## config.mk

```make
export PLATFORM = sky130hd
export DESIGN_NAME = board_state_ctl
export DESIGN_NICKNAME = d
export VERILOG_FILES = /design/src/rtl/board_state_ctl.sv
export SDC_FILE = /design/constraint.sdc
export NUM_CORES = 1
export LEC_CHECK = 0
export CAP_MARGIN = 30
export CORE_MARGIN = 1.5
export CORE_UTILIZATION = 57
export DETAILED_ROUTE_END_ITERATION = 6
export PLACE_DENSITY = 0.88
export SYNTH_ARGS = -nofsm -noshare
export SYNTH_HDL_FRONTEND = slang
export SYNTH_SLANG_ARGS = --single-unit
export TNS_END_PERCENT = 1
```

## constraint.sdc

```tcl
create_clock -name pclk -period 5.4 [get_ports pclk]
set_clock_uncertainty 0.05 [all_clocks]
set_input_delay 1.08 -clock pclk [delete_from_list [all_inputs] [get_ports pclk]]
set_output_delay 1.08 -clock pclk [all_outputs]
set_load 0.05 [all_outputs]
```

## src/rtl/board_state_ctl.sv

```systemverilog
// -----------------------------------------------------------------------------
// board_state_ctl
// Tic-tac-toe board controller. Turns mouse clicks on a 1024x768 screen into
// moves on a 3x3 board, alternates players, and detects win / draw.
//
// Ports
//   pclk          pixel clock, all state updates on its rising edge
//   rst           synchronous active-high reset
//   xpos, ypos    mouse pixel position (x 0..1023, y 0..767 valid)
//   mouse_left    left button level, synchronous to pclk
//   start_en      game screen enabled
//   choice_en     colour-choice screen active (game runs only when low)
//   first_player  colour of the first mover: 0 blue, 1 yellow
//   square_taken  bit i set: square i+1 occupied
//   square_color  bit i: owner of square i+1 (0 blue, 1 yellow)
//   turn          colour of the player to move
//   winner        00 none, 01 blue, 10 yellow, 11 draw
//   game_over     game finished, clicks ignored
// -----------------------------------------------------------------------------
module board_state_ctl (
    input  logic        pclk,
    input  logic        rst,
    input  logic [11:0] xpos,
    input  logic [11:0] ypos,
    input  logic        mouse_left,
    input  logic        start_en,
    input  logic        choice_en,
    input  logic        first_player,
    output logic [8:0]  square_taken,
    output logic [8:0]  square_color,
    output logic        turn,
    output logic [1:0]  winner,
    output logic        game_over
);

    localparam int unsigned COORD_W = 12;
    localparam int unsigned NUM_SQ  = 9;
    localparam int unsigned IDX_W   = 4;
    localparam logic [IDX_W-1:0] NO_SQ = IDX_W'(15);

    localparam logic [1:0] WIN_NONE   = 2'b00;
    localparam logic [1:0] WIN_BLUE   = 2'b01;
    localparam logic [1:0] WIN_YELLOW = 2'b10;
    localparam logic [1:0] WIN_DRAW   = 2'b11;

    typedef enum logic [2:0] {
        S_IDLE       = 3'd0,
        S_WAIT_CLICK = 3'd1,
        S_DECODE     = 3'd2,
        S_UPDATE     = 3'd3,
        S_CHECK      = 3'd4,
        S_OVER       = 3'd5
    } state_e;

    state_e               state_q, state_d;
    logic                 mouse_prev_q, mouse_prev_d;   // registered mouse_left
    logic [COORD_W-1:0]   x_cap_q, x_cap_d;
    logic [COORD_W-1:0]   y_cap_q, y_cap_d;
    logic [IDX_W-1:0]     sq_idx_q, sq_idx_d;
    logic [NUM_SQ-1:0]    taken_q, taken_d;
    logic [NUM_SQ-1:0]    color_q, color_d;
    logic                 turn_q, turn_d;
    logic [1:0]           winner_q, winner_d;
    logic                 over_q, over_d;

    logic                 click_c;
    logic                 active_c;
    logic [1:0]           col_c, row_c;
    logic [IDX_W-1:0]     sq_c;
    logic [NUM_SQ-1:0]    sq_mask_c;
    logic                 blue_line_c, yellow_line_c;

    // Column of a pixel x; 3 means grid gap or off-screen.
    function automatic logic [1:0] col_of(input logic [COORD_W-1:0] x);
        if (x <= COORD_W'(339))                               return 2'd0;
        else if (x >= COORD_W'(342) && x <= COORD_W'(682))    return 2'd1;
        else if (x >= COORD_W'(685) && x <= COORD_W'(1023))   return 2'd2;
        else                                                  return 2'd3;
    endfunction

    // Row of a pixel y; 3 means grid gap or off-screen.
    function automatic logic [1:0] row_of(input logic [COORD_W-1:0] y);
        if (y <= COORD_W'(256))                               return 2'd0;
        else if (y >= COORD_W'(259) && y <= COORD_W'(507))    return 2'd1;
        else if (y >= COORD_W'(510) && y <= COORD_W'(767))    return 2'd2;
        else                                                  return 2'd3;
    endfunction

    // True when the ownership mask covers any row, column or diagonal.
    function automatic logic has_line(input logic [NUM_SQ-1:0] m);
        return (m[0] & m[1] & m[2]) | (m[3] & m[4] & m[5]) | (m[6] & m[7] & m[8]) |
               (m[0] & m[3] & m[6]) | (m[1] & m[4] & m[7]) | (m[2] & m[5] & m[8]) |
               (m[0] & m[4] & m[8]) | (m[2] & m[4] & m[6]);
    endfunction

    // Square decode from the captured coordinates.
    always_comb begin
        col_c = col_of(x_cap_q);
        row_c = row_of(y_cap_q);
        sq_c  = NO_SQ;
        if (col_c != 2'd3 && row_c != 2'd3) begin
            sq_c = IDX_W'({2'b00, row_c} * 4'd3 + {2'b00, col_c});
        end
    end

    assign click_c       = mouse_left & ~mouse_prev_q;
    assign active_c      = start_en & ~choice_en;
    assign sq_mask_c     = NUM_SQ'(1) << sq_idx_q;
    assign blue_line_c   = has_line(taken_q & ~color_q);
    assign yellow_line_c = has_line(taken_q & color_q);

    // Next-state and next-output logic.
    always_comb begin
        state_d      = state_q;
        mouse_prev_d = mouse_left;
        x_cap_d      = x_cap_q;
        y_cap_d      = y_cap_q;
        sq_idx_d     = sq_idx_q;
        taken_d      = taken_q;
        color_d      = color_q;
        turn_d       = turn_q;
        winner_d     = winner_q;
        over_d       = over_q;

        case (state_q)
            S_IDLE: begin
                if (active_c) begin
                    state_d  = S_WAIT_CLICK;
                    taken_d  = '0;
                    color_d  = '0;
                    winner_d = WIN_NONE;
                    over_d   = 1'b0;
                    turn_d   = first_player;
                end
            end
            S_WAIT_CLICK: begin
                if (!active_c) begin
                    state_d = S_IDLE;
                end else if (click_c) begin
                    x_cap_d = xpos;
                    y_cap_d = ypos;
                    state_d = S_DECODE;
                end
            end
            S_DECODE: begin
                if (!active_c) begin
                    state_d = S_IDLE;
                end else begin
                    sq_idx_d = sq_c;
                    state_d  = (sq_c == NO_SQ) ? S_WAIT_CLICK : S_UPDATE;
                end
            end
            S_UPDATE: begin
                if (!active_c) begin
                    state_d = S_IDLE;
                end else if ((taken_q & sq_mask_c) == '0) begin
                    taken_d = taken_q | sq_mask_c;
                    color_d = turn_q ? (color_q | sq_mask_c) : (color_q & ~sq_mask_c);
                    turn_d  = ~turn_q;
                    state_d = S_CHECK;
                end else begin
                    state_d = S_WAIT_CLICK;
                end
            end
            S_CHECK: begin
                // A completed line wins even when it fills the board.
                if (!active_c) begin
                    state_d = S_IDLE;
                end else if (blue_line_c) begin
                    winner_d = WIN_BLUE;
                    over_d   = 1'b1;
                    state_d  = S_OVER;
                end else if (yellow_line_c) begin
                    winner_d = WIN_YELLOW;
                    over_d   = 1'b1;
                    state_d  = S_OVER;
                end else if (&taken_q) begin
                    winner_d = WIN_DRAW;
                    over_d   = 1'b1;
                    state_d  = S_OVER;
                end else begin
                    state_d = S_WAIT_CLICK;
                end
            end
            S_OVER: begin
                if (!active_c) begin
                    state_d = S_IDLE;
                end
            end
            default: begin
                state_d = S_IDLE;
            end
        endcase
    end

    // State and output registers.
    always_ff @(posedge pclk) begin
        if (rst) begin
            state_q      <= S_IDLE;
            mouse_prev_q <= 1'b0;
            x_cap_q      <= '0;
            y_cap_q      <= '0;
            sq_idx_q     <= '0;
            taken_q      <= '0;
            color_q      <= '0;
            turn_q       <= 1'b0;
            winner_q     <= WIN_NONE;
            over_q       <= 1'b0;
        end else begin
            state_q      <= state_d;
            mouse_prev_q <= mouse_prev_d;
            x_cap_q      <= x_cap_d;
            y_cap_q      <= y_cap_d;
            sq_idx_q     <= sq_idx_d;
            taken_q      <= taken_d;
            color_q      <= color_d;
            turn_q       <= turn_d;
            winner_q     <= winner_d;
            over_q       <= over_d;
        end
    end

    assign square_taken = taken_q;
    assign square_color = color_q;
    assign turn         = turn_q;
    assign winner       = winner_q;
    assign game_over    = over_q;

endmodule

```

After elaboration in Yosys (flattened, before gate mapping) --
Cells that the tools add are included.
Word-level totals: register bits 54, word-level logic and storage cells 156
Operators by class: $lt $le $gt $ge 10, bitwise operators 59, shift operators 1, add/subtract/negate cells 1, multipliers 1, multiplexer cells 44, equal/unequal tests 15, reductions and logical operators 15
Operators with widths (number):
- 2-to-1 mux 9 bit | 6
- bitwise AND 9 bit | 4
- greater-or-equal comparator 12 x 9 -> 1 bit, second input constant | 3
- less-or-equal comparator 12 x 10 -> 1 bit, second input constant | 3
- less-or-equal comparator 12 x 9 -> 1 bit, second input constant | 3
- one-hot mux 9 bit (2 select lines) | 2
- bitwise AND 1 bit | 34
- 2-to-1 mux 3 bit | 10
- 2-to-1 mux 2 bit | 11
- NOT 9 bit | 2
- OR 9 bit | 2
- one-hot mux 3 bit (6 select lines) | 1
- inequality test 2 bit, second input constant | 7
- OR 1 bit | 14
- greater-or-equal comparator 12 x 10 -> 1 bit, second input constant | 1
- 2-to-1 mux 1 bit | 10
- zero test 9 bit | 1
- AND reduction 9 bit | 1
- left shift 1 x 4 -> 9 bit, first input constant | 1
- AND reduction 4 bit | 2
- == test 3 x 2 -> 1 bit, second input constant | 2
- == test 3 bit, second input constant | 2
- AND reduction 3 bit | 2
- logical AND 1 bit | 5
- 13 further kinds | 17

Logic depth before layout (Yosys ltp) --
depth in word-level cells 14, depth in mapped cells 14, mapped depth without buffers 14

Worst setup path after synthesis --
OpenSTA, ideal clock, no wires.
kind register to register, from reg x_cap_q[6], to reg state_q[1], buffers on the path 0, arrival time 2953 ps, clock period less this slack 3095 ps, required time 5258 ps, cell stages (with the launch flop) 14, slack 2305 ps, cell sequence dfxtp_1 a21o_1 a2111oi_0 a221oi_1 or2_2 fa_1 inv_1 ha_1 inv_1 fa_1 nor2_1 a31oi_1 nand4_1 o32ai_1
On the way: longest elaborated chain between the ends 12, elaborated cells between the ends (all ways) 18, classes of those cells 1 x add/sub; 5 x order compare; 2 x eq/ne; 7 x mux; 3 x reduce/logical
Ends and longest elaborated chain:
- from (decl) | line 57 | logic [COORD_W-1:0] x_cap_q, x_cap_d;
- from (signal assigned) | line 212 | x_cap_q <= x_cap_d;
- greater-or-equal comparator 12 x 10 -> 1 bit / less-or-equal comparator 12 x 10 -> 1 bit (equally long branches) | line 77 | else if (x >= COORD_W'(685) && x <= COORD_W'(1023)) return 2'd2;
- logical AND 1 bit | line 77
- 2-to-1 mux 1 bit | line 77
- 2-to-1 mux 2 bit | line 76 | else if (x >= COORD_W'(342) && x <= COORD_W'(682)) return 2'd1;
- 2-to-1 mux 2 bit * | line 75 | if (x <= COORD_W'(339)) return 2'd0;
- parallel branches: the longest is 2 deep, another holds adder 4 x 2 -> 4 bit
- 2-to-1 mux 4 bit * | line 101 | if (col_c != 2'd3 && row_c != 2'd3) begin
- == test 4 bit * | line 150 | state_d = (sq_c == NO_SQ) ? S_WAIT_CLICK : S_UPDATE;
- 2-to-1 mux 2 bit * | line 150
- 2-to-1 mux 2 bit * | line 146 | if (!active_c) begin
- one-hot mux 3 bit (6 select lines) * | line 125 | case (state_q)
- to (signal assigned) | line 210 | state_q <= state_d;
- to (decl) | line 55 | state_e state_q, state_d;
Mark *: on every way between the ends. A chain may end at the register's enable or synchronous reset.

Final worst setup path --
from reg x_cap_q[5], to reg state_q[1]
Same word-level chain as after synthesis.

==> flow_summary.yaml <==
status:
  status: "complete, no violations"
grt:
  grt_max_degree: 34
  grt_pass1_vias: 2524
  grt_usage: 0.2562
  grt-ovfl-total: 0
  antenna_found_initial: 0
  grt_pass1_wl_um: 11140
finish:
  final_common_cell: "nand2_1"
  antenna_cells: 0
  fin_util: 0.7065
  area_delta_synth_final_pct: 20.74
  drive_gt1_frac: 0.07073
  num-fill-cells: 418
  final_cell_mix: "nand2_1 (70), dfxtp_1 (54), clkdlybuf4s50_1 (51), a21oi_1 (40), nor2_1 (26)"
  stdcell_count: 480
  num-nets-final: 444
floorplan:
  die_w_um: 74.95
  die_h_um: 74.95
  pin_count: 52
  dieArea_um2: 5617
  rows: 26
  core_area_um2: 5042
  start_util: 0.5851
routing:
  detail_route.iter0.violations: 176
  vias_per_cell: 5.831
  totalWireLength_um: 6703
  drtAntennaViolNets: 0
  drtPass1Iterations: 4
  avgRoutedWirePerCell_um: 13.96
  vias: 2799
  drc: 0
critical_path:
  setup.worst_path.end: "state_q[1]$_SDFFE_PP0P_"
  cp_cell_sequence: "a21o_1 -> a2111oi_0 -> a221oi_1 -> or2_2 -> fa_1 -> inv_1 -> ha_1 -> inv_1 -> fa_1 -> nor2_1 -> a31oi_1 -> nand4_1 -> o32ai_1"
  slowest_stage: "a2111oi_0"
  reg2regPathDepth: 13
  worst_ep_required_time_ps: 5580
  crit_path_start: "x_cap_q[5]$_SDFFE_PP0P_"
  r2r_setup_slack_ps: 1990
  start_kind: "register"
  path_delay_family: "compound AO/OA/AOI/OAI gates"
  timing.rr.end: "state_q[1]$_SDFFE_PP0P_"
  crit_type: "reg -> reg"
  crit_arrival_ps: 3580
  worst-path-buf-inv: 2
  worstReg2RegStart: "x_cap_q[5]$_SDFFE_PP0P_"
  cpPeakStageDelay_ps: 570
  crit_fanout: 6
  worst-path-stages: 13
  end_kind: "register"
synthesis:
  synthesis.area_um2: 2950
  synth_flop_cell: "dfxtp_1"
  ys_warn_count: 0
  synth_edf_count: 0
  avgSynthCellArea_um2: 7.952
  ys_seq_area_frac: 0.3664
  synth_cell_types: 55
  async_flop_share: 0
  syn_inst: 371
  synth_nets: 406
  synth_seq_cells: 54
clock_network:
  postCtsSetupRepairBufs: 0
  clockBufferDepth: 2
  clock_latency_ps: 310
  cts.sinks: 54
  cts_root_buf: "clkbuf_8"
  hold_buffers: 0
  htreeDepth: 2
  cts_made_buffers: 5
  cts.repair.resized: 0
  clk_pin_slew_worst_paths_ps: 90
  cts_tree: "built"
timing:
  final-hold-violation-count: 0
  slew_headroom: 0.5188
  finalCriticalPeriod_ps: 3405
  worst_pin_slew_ps: 721.8
  setup_viol: 0
  post-route-period-util: 0.6306
  worst_slack_ps: 1995
  rsz0062_at_grt: "no"
  drv_slew: 0
  fmax_mhz: 293.7
  tns_ps: 0
power_and_ir_drop:
  power_leakage_nw: 1.215
  peakVddDrop_mv: 0.1543
  power.switching_mw: 0.1744
  sw_frac_of_total: 0.2441
  comb_power_share: 0.096
  clkPwrFrac: 0.333
  p_int_mw: 0.5401
  p_seq_frac: 0.571
  p_per_area_nw_per_um2: 200.6
  finalPower_mw: 0.7145
place:
  place_ws_ps: 2048
  hpwl_um: 5025
  dp_cells: 472
  io_buffers: 51
  gp_congestion: 0.9460
hold_path:
  hp-class: "reg -> reg"
  hold_depth: 2
flow_run:
  max_cap_violations: 0
-- power groups by stage --
stage	Sequential, mW	Clock (mW)	Combinational [mW]
after floorplan	0.417	0	0.0369
after global placement	0.417	0	0.0674
after detailed placement	0.417	0	0.0685
after CTS	0.408	0.241	0.0688
after global routing	0.409	0.259	0.0756
final	0.408	0.238	0.0688
-- synthesized netlist by cell type, types with 7 or more instances --
| cell | n | area share |
|---|---|---|
| a21oi_1 | 40 | 0.068 |
| clkbuf_1 | 17 | 0.022 |
| dfxtp_1 | 54 | 0.37 |
| inv_1 | 14 | 0.018 |
| nand2_1 | 70 | 0.089 |
| nand4_1 | 16 | 0.034 |
| nor2_1 | 26 | 0.033 |
| nor2b_1 | 9 | 0.019 |
| nor4bb_1 | 8 | 0.027 |
| o21a_1 | 7 | 0.018 |
| o21ai_0 | 8 | 0.014 |
-- metal layers --
layer | share of wire | GRT usage | wire length (um)
met1 | 0.42 | 0.2952 | 2811
met2 | 0.52 | 0.4651 | 3493
met3 | 0.045 | 0.04552 | 301
met4 | 0.014 | 0.1071 | 97
met5 | 0 | 0 | 0
-- cell families after synthesis --
kind of cell | synth area share
buf+inv | 0.05216
compound gates | 0.2163
fa+ha+maj | 0.02630
simple gates | 0.3058
flops | 0.3664
mux | 0.03308
-- stage by stage --
stage | hold slack (ps) | instance area [um^2]
2_1_floorplan | 381.1 | 2950
3_3_place_gp | 389.6 | 3467
3_5_place_dp | 387.0 | 3467
4_1_cts | 401.5 | 3562
5_1_grt | 424.7 | 3562
6_report | 397.8 | 3562
-- worst min-delay path by stage --
stage / from / endpoint / slack, ps
2_1_floorplan: y_cap_q[10]$_SDFFE_PP0P_ / y_cap_q[10]$_SDFFE_PP0P_ / 380
3_3_place_gp: game_over$_SDFFE_PP0P_ / game_over$_SDFFE_PP0P_ / 390
3_5_place_dp: game_over$_SDFFE_PP0P_ / game_over$_SDFFE_PP0P_ / 390
4_1_cts: game_over$_SDFFE_PP0P_ / game_over$_SDFFE_PP0P_ / 400
5_1_grt: game_over$_SDFFE_PP0P_ / game_over$_SDFFE_PP0P_ / 420
6_report: game_over$_SDFFE_PP0P_ / game_over$_SDFFE_PP0P_ / 400
-- state kept, by name, summed over array words and instances (netlist names) --
signal and flops:
game_over 1, mouse_prev_q 1, sq_idx_q 4, square_color 9
square_taken 9, state_q 3, turn 1, winner 2
x_cap_q 12, y_cap_q 12
-- final cells by class --
class	count	area [um^2]	share of cell area
tap	70	87.58	0.02459
timing repair buffer	53	525.5	0.1475
multi-input combinational	281	1720	0.4830
sequential	54	1081	0.3035
inverter	14	52.55	0.01475
clock buffer	6	82.58	0.02318
clock inverter	2	12.51	0.003512
-- worst register-to-register path, stage by stage, from the launching register on --
cell and delay (ps):
dfxtp_1 370, a21o_1 170, a2111oi_0 570, a221oi_1 200, or2_2 320, fa_1 420, inv_1 70, ha_1 150
inv_1 50, fa_1 500, nor2_1 60, a31oi_1 160, nand4_1 110, o32ai_1 130
Note: power is estimated with default switching activity, not from simulation.
